[src/rtl/usb3_if_rx.sv]
// -----------------------------------------------------------------------------
// usb3_if_rx
// Receive bridge from an FTDI FT60x (245 synchronous FIFO mode, 32-bit bus)
// into a dual-clock 32-bit FIFO (dc32). Everything runs on the FTDI clock.
// The FT60x RX buffer is drained in bursts. Each valid word is pushed into the
// dc32 FIFO one cycle after it is sampled. When the FIFO reports almost-full,
// reading stops. It only restarts once the FIFO has drained to empty.
//
// Ports
//   ftdi_clk               in   FT60x clock, the only clock
//   reset_n                in   synchronous active-low reset
//   FR_RXF                 in   FT60x RX-not-empty, active low
//   FT_OE                  out  FT60x bus output enable, active low
//   FT_RD                  out  FT60x read strobe, active low
//   usb3_data_in           in   FT60x data bus
//   write_to_dc32_fifo     out  dc32 write enable, one word per cycle
//   dc32_fifo_data_in      out  word written to the dc32 FIFO
//   dc32_fifo_almost_full  in   dc32 almost full (needs >= 3 words slack)
//   dc32_fifo_is_empty     in   dc32 empty, releases the throttle
//
// Parameters
//   DATA_WIDTH  bus/FIFO width, fixed at 32
//   OE_LEAD     cycles FT_OE is low before FT_RD falls, 1..3
//
// Configuration
//   USB3_IF_BYTE_SWAP_EN  when defined, each word is byte-reversed before
//                         being written; timing is unchanged.
// -----------------------------------------------------------------------------
module usb3_if_rx #(
    parameter int DATA_WIDTH = 32,
    parameter int OE_LEAD    = 1
) (
    input  logic                  ftdi_clk,
    input  logic                  reset_n,
    input  logic                  FR_RXF,
    output logic                  FT_OE,
    output logic                  FT_RD,
    input  logic [DATA_WIDTH-1:0] usb3_data_in,
    output logic                  write_to_dc32_fifo,
    output logic [DATA_WIDTH-1:0] dc32_fifo_data_in,
    input  logic                  dc32_fifo_almost_full,
    input  logic                  dc32_fifo_is_empty
);

    typedef enum logic [2:0] {
        IDLE,
        OE_WAIT,
        READ,
        STOP,
        THROTTLE
    } state_e;

    localparam logic [1:0] LEAD_LAST = 2'(OE_LEAD - 1);

    state_e                  state_q;
    logic                    throttle_q;   // set while waiting for the FIFO to empty
    logic                    stop_af_q;    // STOP was entered because of almost-full
    logic [1:0]              lead_cnt_q;
    logic                    ft_oe_q;
    logic                    ft_rd_q;
    logic                    wr_q;
    logic [DATA_WIDTH-1:0]   data_q;

    function automatic logic [DATA_WIDTH-1:0] fmt_word(input logic [DATA_WIDTH-1:0] d);
`ifdef USB3_IF_BYTE_SWAP_EN
        return {d[7:0], d[15:8], d[23:16], d[31:24]};
`else
        return d;
`endif
    endfunction

    // NOTE: every register in this block is assigned with <= so that all the
    // case branches read the values from before the clock edge.
    always_ff @(posedge ftdi_clk) begin
        if (!reset_n) begin
            state_q    <= IDLE;
            throttle_q <= 1'b0;
            stop_af_q  <= 1'b0;
            lead_cnt_q <= 2'd0;
            ft_oe_q    <= 1'b1;
            ft_rd_q    <= 1'b1;
            wr_q       <= 1'b0;
            data_q     <= '0;
        end else begin
            // NOTE: the write strobe defaults low each cycle. Only a valid word
            // sampled in READ raises it, so it can never stay high.
            wr_q <= 1'b0;

            case (state_q)
                IDLE: begin
                    if (!FR_RXF && !dc32_fifo_almost_full && !throttle_q) begin
                        state_q    <= OE_WAIT;
                        ft_oe_q    <= 1'b0;
                        lead_cnt_q <= 2'd0;
                    end
                end

                OE_WAIT: begin
                    if (FR_RXF) begin
                        // FT60x emptied before the first read: release the bus.
                        state_q   <= STOP;
                        ft_oe_q   <= 1'b1;
                        ft_rd_q   <= 1'b1;
                        stop_af_q <= 1'b0;
                    end else if (lead_cnt_q == LEAD_LAST) begin
                        state_q <= READ;
                        ft_rd_q <= 1'b0;
                    end else begin
                        lead_cnt_q <= lead_cnt_q + 2'd1;
                    end
                end

                READ: begin
                    if (!ft_rd_q && !FR_RXF) begin
                        wr_q   <= 1'b1;
                        data_q <= fmt_word(usb3_data_in);
                    end
                    // When almost-full is seen, the word on that edge is still
                    // stored, because the FT60x has already handed it over.
                    // That is one word after almost-full, inside the slack.
                    if (FR_RXF || dc32_fifo_almost_full) begin
                        state_q   <= STOP;
                        ft_oe_q   <= 1'b1;
                        ft_rd_q   <= 1'b1;
                        stop_af_q <= dc32_fifo_almost_full;
                    end
                end

                STOP: begin
                    // The throttle flag rises only after the last write strobe
                    // has retired. So no write is ever seen while it is set.
                    throttle_q <= stop_af_q;
                    state_q    <= stop_af_q ? THROTTLE : IDLE;
                end

                THROTTLE: begin
                    if (dc32_fifo_is_empty) begin
                        throttle_q <= 1'b0;
                        state_q    <= IDLE;
                    end
                end

                default: state_q <= IDLE;
            endcase
        end
    end

    assign FT_OE              = ft_oe_q;
    assign FT_RD              = ft_rd_q;
    assign write_to_dc32_fifo = wr_q;
    assign dc32_fifo_data_in  = data_q;

endmodule

[config.mk]
export PLATFORM = sky130hd
export DESIGN_NAME = usb3_if_rx
export DESIGN_NICKNAME = d
export VERILOG_FILES = /design/src/rtl/usb3_if_rx.sv
export SDC_FILE = /design/constraint.sdc
export NUM_CORES = 1
export LEC_CHECK = 0
export ABC_AREA = 0
export BUFFER_PORTS_ARGS = -buffer_cell sky130_fd_sc_hd__buf_4
export CAP_MARGIN = 10
export CORE_ASPECT_RATIO = 1.1
export CORE_MARGIN = 2
export CORE_UTILIZATION = 47
export DETAILED_ROUTE_END_ITERATION = 10
export GPL_TIMING_DRIVEN = 0
export PLACE_DENSITY = 0.84
export REMOVE_ABC_BUFFERS = 1
export SLEW_MARGIN = 5
export SYNTH_ARGS = -nofsm -noshare
export SYNTH_HDL_FRONTEND = slang
export SYNTH_SLANG_ARGS = --single-unit
[constraint.sdc]
create_clock -name ftdi_clk -period 2 [get_ports ftdi_clk]
set_input_delay 0.2 -clock ftdi_clk [delete_from_list [all_inputs] [get_ports ftdi_clk]]
set_output_delay 0.2 -clock ftdi_clk [all_outputs]
set_load 0.03 [all_outputs]
[Yosys cells after proc, flatten, opt, wreduce, memory -nomap -nowiden]
Cells that the tools add are included.
Word-level totals
  bits in registers: 42
  latch bits: 0
  memory bits (writable): 0
  bits in read-only memories: 0
  input port bits: 37
  output and inout bits: 35
  memories: 0
Operators by class
  add/subtract/negate cells: 1
  multiply operators: 0
  divide/modulo/power cells: 0
  order comparisons: 0
  eq/ne operators: 11
  shift-type cells: 0
  multiplexer cells: 24
  bitwise operators: 0
  reduce and logical (&&, ||, !) cells: 22
Operators by type and width (count)
  $mux W3: 6
  $pmux W3 S5: 1
  $ne A2 B2 Y1 const B: 6
  $reduce_and A4 Y1: 3
  $mux W1: 9
  $eq A3 B2 Y1 const B: 2
  $mux W2: 3
  $pmux W1 S2: 3
  $reduce_and A2 Y1: 3
  $reduce_and A3 Y1: 2
  $reduce_bool A2 Y1: 3
  $logic_not A1 Y1: 4
  $pmux W2 S2: 1
  $eq A3 B1 Y1 const B: 1
  $eq A3 B3 Y1 const B: 1
  $logic_and A1 B1 Y1: 3
  $logic_not A3 Y1: 1
  $ne A3 B3 Y1 const B: 1
  $pmux W1 S3: 1
  $reduce_bool A3 Y1: 1
  $add A2 B1 Y2 const B: 1
  $logic_not A2 Y1: 1
  $logic_or A1 B1 Y1: 1

[Longest topological paths before layout]
Gate-level depths: netlist of run 1.
  word-level depth: 5
  mapped depth: 7
  depth with buffers taken out: 6

[Worst setup path before layout of run 1]
Ideal clock, no wire load.
  path kind: reg2reg
  start: register ft_rd_q, in the netlist FT_RD
  end: register data_q[18], in the netlist dc32_fifo_data_in[18]
  data arrival time: 1340 ps
  required time: 1884 ps
  setup slack: 544 ps
  cell stages (with the launch flop): 6
  path buffers: 2
  clock period less this slack: 1456 ps
  path through: dfxtp_1 or4_1 buf_2 buf_6 nand2_1 a21boi_1
On the way
  word-level cells in the longest chain between the ends: 3
Ends and longest elaborated chain
  from (decl): RTL line 60  | logic ft_rd_q;
  from (signal assigned): RTL line 81  | ft_rd_q <= 1'b1;
  from (signal assigned): RTL line 103  | ft_rd_q <= 1'b1;
  from (signal assigned): RTL line 107  | ft_rd_q <= 1'b0;
  $logic_not A1 Y1: RTL line 114  | if (!ft_rd_q && !FR_RXF) begin
  $logic_and A1 B1 Y1: RTL line 114
  $reduce_and A2 Y1 (no source line)
  to (signal assigned): RTL line 116  | data_q <= fmt_word(usb3_data_in);
  to (decl): RTL line 62  | logic [DATA_WIDTH-1:0] data_q;
Every way passes these cells.
A chain may end at the register's enable or synchronous reset.

[Worst setup path after layout of run 1]
  start: register state_q[1]
  end: register data_q[14], in the netlist dc32_fifo_data_in[14]
On the way
  word-level cells in the longest chain between the ends: 2
Ends and longest elaborated chain
  from (decl): RTL line 55  | state_e state_q;
  from (signal assigned): RTL line 133  | state_q <= stop_af_q ? THROTTLE : IDLE;
  $eq A3 B2 Y1: RTL line 89  | case (state_q)
  $reduce_and A2 Y1 (no source line)
Every way passes these cells.

==> results of run 1 <==
## final cells by class
cell class / count / area (um2) / area share (%)
clock buffers: 5 / 68.82 / 2.904
clock inverters: 3 / 43.79 / 1.848
inverters: 3 / 11.26 / 0.4752
multi-input cells: 146 / 787.0 / 33.21
flip-flops and latches: 42 / 840.8 / 35.48
well taps: 50 / 62.56 / 2.640
repair buffers: 73 / 555.5 / 23.44
## worst max-delay path, delay by kind of cell (launching register included)
kind | cells | cell delay, ns
AND/OR/NAND/NOR | 3 | 0.74
AO/OA/AOI/OAI | 1 | 0.13
buffers and inverters | 1 | 0.25
flip-flops | 1 | 0.55
## metal layers
layer | share of wire [%] | GRT usage, %
met3 | 8.3 | 5.939
met5 | 0 | 0
met2 | 45 | 28.42
met1 | 46 | 21.08
met4 | 0.75 | 5.585
## cells in the mapped netlist
master    number  area (um2)
a21boi_0       3       22.52
a21boi_1      30       225.2
a21oi_1        2       10.01
a22o_1         1       8.760
a31oi_1        1       6.260
and2_1         1       6.260
and3_1         1       6.260
buf_2          5       25.02
buf_6          4       45.04
clkbuf_1       5       18.77
dfxtp_1       42       840.8
ha_1           1       12.51
inv_1          3       11.26
nand2_1       74       277.8
nand2b_1       5       31.28
nand2b_4       1       13.76
nand3_1        1       5.000
nand3b_1       1       7.510
nand4_1        1       6.260
nor2_1         6       22.52
nor3_1         2       10.01
nor3b_1        1       7.510
nor4_4         1       21.27
o21a_1         1       7.510
o21ai_0        6       30.03
o21bai_1       1       7.510
o22a_1         2       17.52
o22ai_1        2       12.51
or4_1          1       7.510
## layout by cell type, fill, tap and decap left out, types with 2 or more instances in the layout
cell type  netlist  layout
o22ai_1          2       2
inv_1            3       3
nor2_1           6       6
a21boi_1        30      30
dfxtp_1         42      42
o22a_1           2       2
buf_6            4       2
nand2_1         74      74
o21ai_0          6       6
nand2b_1         5       5
a21boi_0         3       3
buf_4            0      71
nor3_1           2       2
clkbuf_8         0       5
a21oi_1          2       2
## registers in the layout (all words and copies together), names as in the netlist
register            cells
FT_OE                   1
stop_af_q               1
throttle_q              1
state_q                 3
lead_cnt_q              2
write_to_dc32_fifo      1
dc32_fifo_data_in      32
FT_RD                   1
## final timing paths
path                                               to  depth (start not counted)
worst min register to register   dc32_fifo_data_in[5]                          2
worst max-delay path            dc32_fifo_data_in[14]                          5
worst max register to register  dc32_fifo_data_in[14]                          5
worst min-delay path            dc32_fifo_data_in[15]                          3
## cell families after synthesis
family                     count (synthesis)  share of synthesized area, %
buffers and inverters                     17                         5.805
adders and majority gates                  1                        0.7256
DFF                                       42                         48.77
and+or+nand+nor                           96                         24.53
AOI/OAI and AO/OA                         49                         20.18
## stage by stage
| stage | instances | util [%] | power [mW] | TNS [ns] | cell area [um2] |
|---|---|---|---|---|---|
| 6_report | 322 | 66.41 | 1.724 | 0 | 2370 |
| 5_1_grt | 322 | 66.41 | 1.793 | 0 | 2370 |
| 4_1_cts | 322 | 66.34 | 1.748 | 0 | 2367 |
| 3_5_place_dp | 314 | 63.15 | 1.074 | -0.02716 | 2253 |
| 3_3_place_gp | 312 | 62.52 | 1.072 | -8.486 | 2231 |
| 2_1_floorplan | 191 | - | 0.9763 | 0 | 1635 |
## power groups by stage
| stage | registers, mW | clock network [mW] | logic, mW |
|---|---|---|---|
| 2_1_floorplan | 0.912 | 0 | 0.0645 |
| 3_3_place_gp | 0.893 | 0 | 0.179 |
| 3_5_place_dp | 0.893 | 0 | 0.181 |
| 4_1_cts | 0.874 | 0.692 | 0.182 |
| 5_1_grt | 0.877 | 0.721 | 0.196 |
| 6_report | 0.874 | 0.669 | 0.181 |
==> results by group, run 1 <==
Floorplanning
  • Die Ht: 67.53 um
  • Die Wd: 61.75 um
  • I/O pins: 72
  • Core area: about 3600 um2
  • Die ar.: 4170 um2
  • Initial core utilization: approximately 48%
  • Num rows: 23

Logic synthesis
  • Seq cells post-synth: 42
  • Post-synthesis sequential area ratio: roughly half
  • Yosys cell types: 29
  • Area of the mapped netlist: approximately 1700 um2
  • Syn. warnings: 0
  • Synth Instances: just over 200
  • Mapped Avg Cell Area: 8.411 um2

Layout
  • N_diodes: 0
  • Fill cells: about 340
  • Nets@finish: 309
  • Synth-to-layout area growth: 37.45%
  • Layout cells sized above 1: 30.88%

Clock network
  • Clk_lat worst skew: just under 0.3 ns
  • Clock tree sinks: between 40 and 50
  • Cts hold-fix bufs: 0
  • CTS Buffer Depth: 2
  • H-Tree Depth: 2
  • # Post-CTS Setup Buffers: 0
  • CTS tree: done
  • Clock root buffer: clkbuf_8
  • Post-CTS Resized: 1
  • TritonCTS Buffers: 5
  • Clock-pin slew on the worst setup and hold paths: 0.08 ns

Critical path
  • Reg2Reg Setup Slack: 0.25 ns
  • Crit path from: state_q[1]
  • WP data required: 2.22 ns
  • R2R Path Start: state_q[1]
  • Crit path DAT: 1.97 ns
  • Kind of end point of the critical path: flip-flop
  • Startpoint Class: flip-flop
  • Max stage delay on crit path: 0.56 ns
  • CP Cell Sequence: nand2b_4 -> nor4_4 -> buf_6 -> nand2_1 -> a21boi_1
  • CP Class: reg -> reg
  • Critical-path cell with the highest stage delay: nor4_4
  • CP Max Fanout: 13

Global route
  • Vias in the first global route: 1,260
  • Overall Global Routing Usage: about 17%
  • First-pass GRT wire length: 5416 um
  • Initial antenna violation count: 0
  • Largest net degree at the start of global routing: 43
  • GRT Residual Overflow: 0

Power and ir drop
  • Internal power: 1.323 mW
  • Logic pwr share: 10.5%
  • Psw: roughly 0.4 mW
  • Share of total power in the clock network: approximately 39%
  • Sw Share: 23.29%
  • Static leakage: 0.9773 nW
  • Pwr dens: 727.6 nW/um2
  • Worst vdd ir: between 500 and 600 uV
  • Share of power burned in registers: 50.7%

STA
  • F_max: between 500 and 600 MHz
  • Worst clock skew: ~0.0057 ns
  • Final hold viol count: 0
  • RSZ-0062 raised after global routing: no
  • Final worst setup slack: about 0.25 ns
  • Part of the cycle the worst path needs: 87.72%
  • Slew @ Worst Pin: 0.7338 ns
  • Final max-slew violation count: 0
  • Relative slew slack: between 50% and 60%
  • Post-layout minimum cycle time: between 1.5 and 2 ns
  • Hold slack: between 0.1 and 0.15 ns
  • Final setup violation count: 0

Routing
  • Wire length per cell: about 12 um
  • Via density: roughly 4.8
  • Number of remaining DRC errors: 0
  • Total Wirelength: 3736 um
  • DR vias: around 1,500
  • ANT nets after route: 0
  • DR iter-0 viols: 58
  • Drt first pass iters: 4

Placed design
  • Buffers on Ports: 71
  • GP Congestion: 0.7805
  • Dpl ws: -0.01543 ns
  • Post-DP HPWL: 2622 um

Status
  • Status: completed

Worst hold path
  • Worst hold start: usb3_data_in[15]
  • Type of the most critical hold path: in -> reg

Job
  • MaxCap Viol Count: 0
Note: power is estimated with default switching activity, not from simulation.
==> run 2: changes to the inputs <==
Settings changed: CORE_ASPECT_RATIO 1.1 to 1.75, HOLD_SLACK_MARGIN set to 0.06, PLACE_DENSITY 0.84 to 0.79.
==> run 2 against run 1 <==
Against the previous run: non-clock buffer count rose by 1; critical path depth fell by 1; power rose by 8.8%; clock skew fell by 0.0011 ns; core utilization rose by 1.0 points; register-to-register slack improved by 0.12 ns.
==> results by group, run 2 (synthesis results as in run 1) <==
Critical path
  • Worst R2R Path Depth: 4 (was 5)
  • R2R Path Start: state_q[1] (unchanged)
  • CP Cell Sequence: nand2b_4 -> or4_4 -> nand2_1 -> a21boi_1 (was nand2b_4 -> nor4_4 -> buf_6 -> nand2_1 -> a21boi_1)
  • WP data required: 2.18 ns (was 2.22 ns)
  • Startpoint Class: flip-flop (unchanged)
  • Crit path DAT: 1.81 ns (was 1.97 ns)
  • Kind of end point of the critical path: flip-flop (unchanged)
  • Max stage delay on crit path: 0.63 ns (was 0.56 ns)
  • Reg2Reg Setup Slack: 0.37 ns (was 0.25 ns)
  • CP Max Fanout: 32 (was 13)
  • Worst R2R End: dc32_fifo_data_in[31] (was dc32_fifo_data_in[14])
  • CP Class: reg -> reg (unchanged)
  • Crit path from: state_q[1] (unchanged)
  • Critical-path cell with the highest stage delay: or4_4 (was nor4_4)

Floorplanning
  • Die ar.: 4188 um2 (was 4170 um2)
  • Die Wd: 49.79 um (was 61.75 um)
  • Die Ht: 84.12 um (was 67.53 um)
  • I/O pins: 72 (unchanged)
  • Num rows: 29 (was 23)
  • Initial core utilization: 48.49% (was 48.32%)
  • Core area: 3556 um2 (was 3568 um2)

Power and ir drop
  • Worst vdd ir: 581.0 uV (was 517.5 uV)
  • Pwr dens: 782.1 nW/um2 (was 727.6 nW/um2)
  • Total Power: 1.876 mW (was 1.724 mW)
  • Static leakage: 0.9948 nW (was 0.9773 nW)

Worst hold path
  • WHS Path Cells: 3 (unchanged)
  • Worst hold start: usb3_data_in[8] (was usb3_data_in[15])
  • Type of the most critical hold path: in -> reg (unchanged)
  • Hold Path Sink: dc32_fifo_data_in[8] (was dc32_fifo_data_in[15])

Routing
  • Number of remaining DRC errors: 0 (unchanged)
  • Wire length per cell: 12.11 um (was 11.60 um)
  • Total Wirelength: 3864 um (was 3736 um)
  • ANT nets after route: 0 (unchanged)
  • Via density: 4.884 (was 4.780)
  • DR vias: 1,558 (was 1,539)
  • Drt first pass iters: 4 (unchanged)
  • DR iter-0 viols: 29 (was 58)

Layout
  • Non-Filler Instances: 319 (was 322)
  • N_diodes: 0 (unchanged)
  • Synth-to-layout area growth: 39.11% (was 37.45%)
  • Register area: 840.8 um2 (unchanged)
  • Multi-input gate area: 787.0 um2 (unchanged)
  • Commonest cells after routing, fill and taps aside: nand2_1 (74), buf_4 (73), dfxtp_1 (42), a21boi_1 (30) (was nand2_1 (74), buf_4 (71), dfxtp_1 (42), a21boi_1 (30))
  • Layout cells sized above 1: 31.14% (was 30.88%)
  • Largest register FFs: 32 (unchanged)
  • Most common cell after layout, fill and taps aside: nand2_1 (unchanged)
  • Nets@finish: 310 (was 309)
  • Fill cells: 317 (was 338)

Clock network
  • Clk_lat worst skew: 0.29 ns (about the same)
  • CTS tree: done (unchanged)
  • Clock-pin slew on the worst setup and hold paths: 0.08 ns (about the same)
  • H-Tree Depth: 2 (unchanged)
  • TritonCTS Buffers: 5 (unchanged)
  • Clock root buffer: clkbuf_8 (unchanged)
  • Clock tree sinks: 42 (unchanged)
  • CTS Buffer Depth: 2 (unchanged)

STA
  • Final max-slew violation count: 0 (unchanged)
  • Fin Setup TNS: 0 ns (unchanged)
  • Slew @ Worst Pin: 0.3749 ns (was 0.7338 ns)
  • Final hold viol count: 0 (unchanged)
  • RSZ-0062 raised after global routing: no (unchanged)
  • Worst clock skew: 0.004607 ns (was 0.005701 ns)
  • Post-layout minimum cycle time: 1.634 ns (was 1.754 ns)
  • Part of the cycle the worst path needs: 81.71% (was 87.72%)
  • Final setup violation count: 0 (unchanged)
  • F_max: 611.9 MHz (was 570.0 MHz)
  • Relative slew slack: 74.97% (was 50.71%)
  • Hold slack: 0.1432 ns (was 0.1463 ns)

Job
  • MaxCap Viol Count: 0 (unchanged)

Global route
  • GRT Residual Overflow: 0 (unchanged)
  • Vias in the first global route: 1,534 (was 1,260)
  • Initial antenna violation count: 0 (unchanged)
  • Overall Global Routing Usage: 20.32% (was 17.35%)
  • Largest net degree at the start of global routing: 43 (unchanged)
  • First-pass GRT wire length: 6610 um (was 5416 um)

Placed design
  • Post-DP HPWL: 2772 um (was 2622 um)
  • Placed instance count: 309 (was 314)
  • Buffers on Ports: 71 (unchanged)
  • GP Congestion: 0.7338 (was 0.7805)

Status
  • Status: completed (unchanged)
==> run 2: report_power, final <==
part           switching [mW]  internal, mW
clock                   0.288         0.532
combinational          0.0848        0.0968
sequential             0.0215         0.852
==> run 2: routing by layer <==
metal  routed length [um]  track usage, %  vias to the layer above
met5                    0               0                        -
met1                 1412           19.11                      704
li1                     -               -                      802
met4                  144           11.11                        0
met3                  165           5.556                       14
met2                 2141           37.94                       38
==> run 2: critical path: cells and delay by family (launching register included) <==
kind / cells / cell delay, ns
flip-flops: 1 / 0.55
AO/OA/AOI/OAI: 1 / 0.08
AND/OR/NAND/NOR: 3 / 0.88
==> run 2: per-stage QoR <==
| stage | area (um2) | utilization [%] | setup WS (ns) |
|---|---|---|---|
| 5_1_grt | 2399 | 67.45 | 0.2758 |
| 2_1_floorplan | 1635 | - | 0.3018 |
| 4_1_cts | 2381 | 66.96 | 0.02358 |
| 6_report | 2399 | 67.45 | 0.3658 |
| 3_3_place_gp | 2226 | 62.60 | -0.2252 |
| 3_5_place_dp | 2237 | 62.91 | -0.04420 |
==> run 2: worst max path at each step <==
| stage | to | slack (ns) | depth (start not counted) |
|---|---|---|---|
| 5_1_grt | dc32_fifo_data_in[24] | 0.28 | 4 |
| 3_3_place_gp | dc32_fifo_data_in[8] | -0.23 | 4 |
| 4_1_cts | dc32_fifo_data_in[31] | 0.02 | 4 |
| 6_report | dc32_fifo_data_in[31] | 0.37 | 4 |
| 2_1_floorplan | dc32_fifo_data_in[23] | 0.30 | 4 |
| 3_5_place_dp | dc32_fifo_data_in[31] | -0.04 | 4 |
==> run 2: area by class of cell <==
class                      instances  area share, %
sequential                        42          35.05
multi-input combinational        146          32.81
timing repair buffer              74          23.32
clock buffer                       6          3.443
clock inverter                     2          2.504
tap                               46          2.400
inverter                           3         0.4695
==> run 2: repair_timing <==
action	CTS	global route
hold buffers	0	0
pin swaps	0	1
setup buffers	0	2
gates resized for setup	1	1
endpoints found under the setup margin	31	29
==> run 3: changes to the inputs <==
Settings changed: CORE_UTILIZATION 47 to 42, PLACE_DENSITY 0.79 to 0.74.
Clock period 2 ns to 1.4 ns, I/O delays scaled along.
==> run 3 against run 2 <==
Against the previous run: first-iteration DRC count is 41% higher; sequential share of layout area is 0.85 points lower; clock power is 41% higher; routed wire length is 13% higher; flip-flop and latch count stayed put; power is 43% higher; cell count is 2.8% higher; die area is 11% higher; critical path type unchanged; critical endpoint is now dc32_fifo_data_in[8].
==> results by group, run 3 (synthesis results as in run 1) <==
Status
  • Status: completed (unchanged)

Placed design
  • Placed instance count: 312 (was 309)
  • GP Congestion: 0.7410 (was 0.7338)
  • Buffers on Ports: 71 (unchanged)
  • Post-DP HPWL: 2693 um (was 2772 um)

Power and ir drop
  • Worst vdd ir: 1049 uV (was 581.0 uV)
  • Pwr dens: 1083 nW/um2 (was 782.1 nW/um2)
  • Static leakage: 1.029 nW (was 0.9948 nW)

Floorplanning
  • Die Wd: 52.44 um (was 49.79 um)
  • I/O pins: 72 (unchanged)
  • Die ar.: 4654 um2 (was 4188 um2)
  • Die Ht: 88.76 um (was 84.12 um)
  • Core area: 3904 um2 (was 3556 um2)
  • Initial core utilization: 44.17% (was 48.49%)
  • Num rows: 30 (was 29)

STA
  • Part of the cycle the worst path needs: 95.74% (was 81.71%)
  • Worst clock skew: 0.004055 ns (was 0.004607 ns)
  • Post-layout minimum cycle time: 1.340 ns (was 1.634 ns)
  • Final hold viol count: 0 (unchanged)
  • Final setup violation count: 0 (unchanged)
  • Slew @ Worst Pin: 0.3618 ns (was 0.3749 ns)
  • Fin Setup TNS: 0 ns (unchanged)
  • Final max-slew violation count: 0 (unchanged)
  • Relative slew slack: 75.85% (was 74.97%)
  • F_max: 746.1 MHz (was 611.9 MHz)

Layout
  • Fill cells: 369 (was 317)
  • Multi-input gate area: 825.8 um2 (was 787.0 um2)
  • Commonest cells after routing, fill and taps aside: nand2_1 (74), buf_4 (74), dfxtp_1 (39), a21boi_1 (30) (was nand2_1 (74), buf_4 (73), dfxtp_1 (42), a21boi_1 (30))
  • Synth-to-layout area growth: 44.05% (was 39.11%)
  • Largest register FFs: 32 (unchanged)
  • N_diodes: 0 (unchanged)
  • Non-Filler Instances: 328 (was 319)
  • Nets@finish: 317 (was 310)
  • Final cell utilization of the core: 63.62% (was 67.45%)
  • Layout cells sized above 1: 34.29% (was 31.14%)
  • Register area: 849.6 um2 (was 840.8 um2)

Routing
  • DR vias: 1,621 (was 1,558)
  • Via density: 4.942 (was 4.884)
  • Total Wirelength: 4352 um (was 3864 um)
  • Number of remaining DRC errors: 0 (unchanged)
  • Wire length per cell: 13.27 um (was 12.11 um)
  • DR iter-0 viols: 41 (was 29)
  • ANT nets after route: 0 (unchanged)
  • Drt first pass iters: 4 (unchanged)

Critical path
  • WP data required: 1.58 ns (was 2.18 ns)
  • Kind of end point of the critical path: flip-flop (unchanged)
  • CP Max Fanout: 8 (was 32)
  • Worst R2R Path Depth: 3 (was 4)
  • Crit path DAT: 1.52 ns (was 1.81 ns)
  • Startpoint Class: flip-flop (unchanged)
  • CP Class: reg -> reg (unchanged)

Global route
  • Largest net degree at the start of global routing: 43 (unchanged)
  • Overall Global Routing Usage: 18.72% (was 20.32%)
  • Vias in the first global route: 1,423 (was 1,534)
  • Initial antenna violation count: 0 (unchanged)
  • GRT Residual Overflow: 0 (unchanged)
  • First-pass GRT wire length: 6499 um (was 6610 um)

Worst hold path
  • WHS Path Cells: 3 (unchanged)
  • Type of the most critical hold path: in -> reg (unchanged)

Clock network
  • Clock tree sinks: 42 (unchanged)
  • H-Tree Depth: 2 (unchanged)
  • Clock-pin slew on the worst setup and hold paths: 0.08 ns (about the same)
  • TritonCTS Buffers: 5 (unchanged)
  • Clk_lat worst skew: 0.28 ns (was 0.29 ns)
  • Cts hold-fix bufs: 0 (unchanged)
  • Clock root buffer: clkbuf_8 (unchanged)
  • CTS Buffer Depth: 2 (unchanged)
  • CTS tree: done (unchanged)

Job
  • MaxCap Viol Count: 0 (unchanged)
## run 3: stage by stage
| stage | setup slack [ns] | hold WS [ns] | area [um2] | power [mW] |
|---|---|---|---|---|
| 3_5_place_dp | -0.6169 | 0.3963 | 2251 | 1.535 |
| 5_1_grt | -0.0007564 | 0.08886 | 2484 | 2.780 |
| 2_1_floorplan | -0.2982 | 0.2538 | 1635 | 1.395 |
| 3_3_place_gp | -0.8547 | 0.3857 | 2228 | 1.532 |
| 4_1_cts | 0.03170 | 0.08348 | 2451 | 2.704 |
| 6_report | 0.05968 | 0.09062 | 2484 | 2.689 |
## run 3: what timing repair did
| action | CTS | global route |
|---|---|---|
| endpoints found under the setup margin | 33 | 28 |
| pin swaps | 3 | 3 |
| resized for setup | 9 | 3 |
| cloned | 2 | 2 |
| setup buffers | 3 | 1 |
## run 3: final timing paths
kind                                           start              endpoint  slack, ns
worst max-delay path                           FT_RD  dc32_fifo_data_in[8]       0.06
worst min-delay path                 usb3_data_in[6]  dc32_fifo_data_in[6]       0.09
worst max register to register                 FT_RD  dc32_fifo_data_in[8]       0.06
worst min register to register  dc32_fifo_data_in[3]  dc32_fifo_data_in[3]       0.45
## run 3: critical path: stages (launching register included)
cell	delay, ns
dfxtp_1	0.42
or4_4	0.63
nand2_1	0.11
a21boi_1	0.07
## run 3: per-layer routing
layer / global-route usage [%] / wire (um) / up-vias
met1: 20.06 / 1683 / 743
met5: 0 / 0 / -
met3: 4.054 / 218 / 6
met2: 34.55 / 2397 / 46
li1: - / - / 826
met4: 7.226 / 53 / 0
## run 3: final cells by class
cell class                      count  area share, %
Clock buffer                        6          3.325
Clock inverter                      2          2.418
Inverter                            3         0.4534
Multi-Input combinational cell    149          33.25
Sequential cell                    42          34.21
Tap cell                           48          2.418
Timing Repair Buffer               78          23.93
## run 3: power breakdown
group / switching, mW / internal, mW / leakage, nW
clock: 0.395 / 0.760 / 0.0714
sequential: 0.0420 / 1.22 / 0.341
combinational: 0.129 / 0.146 / 0.617
total: 0.566 / 2.12 / 1.03
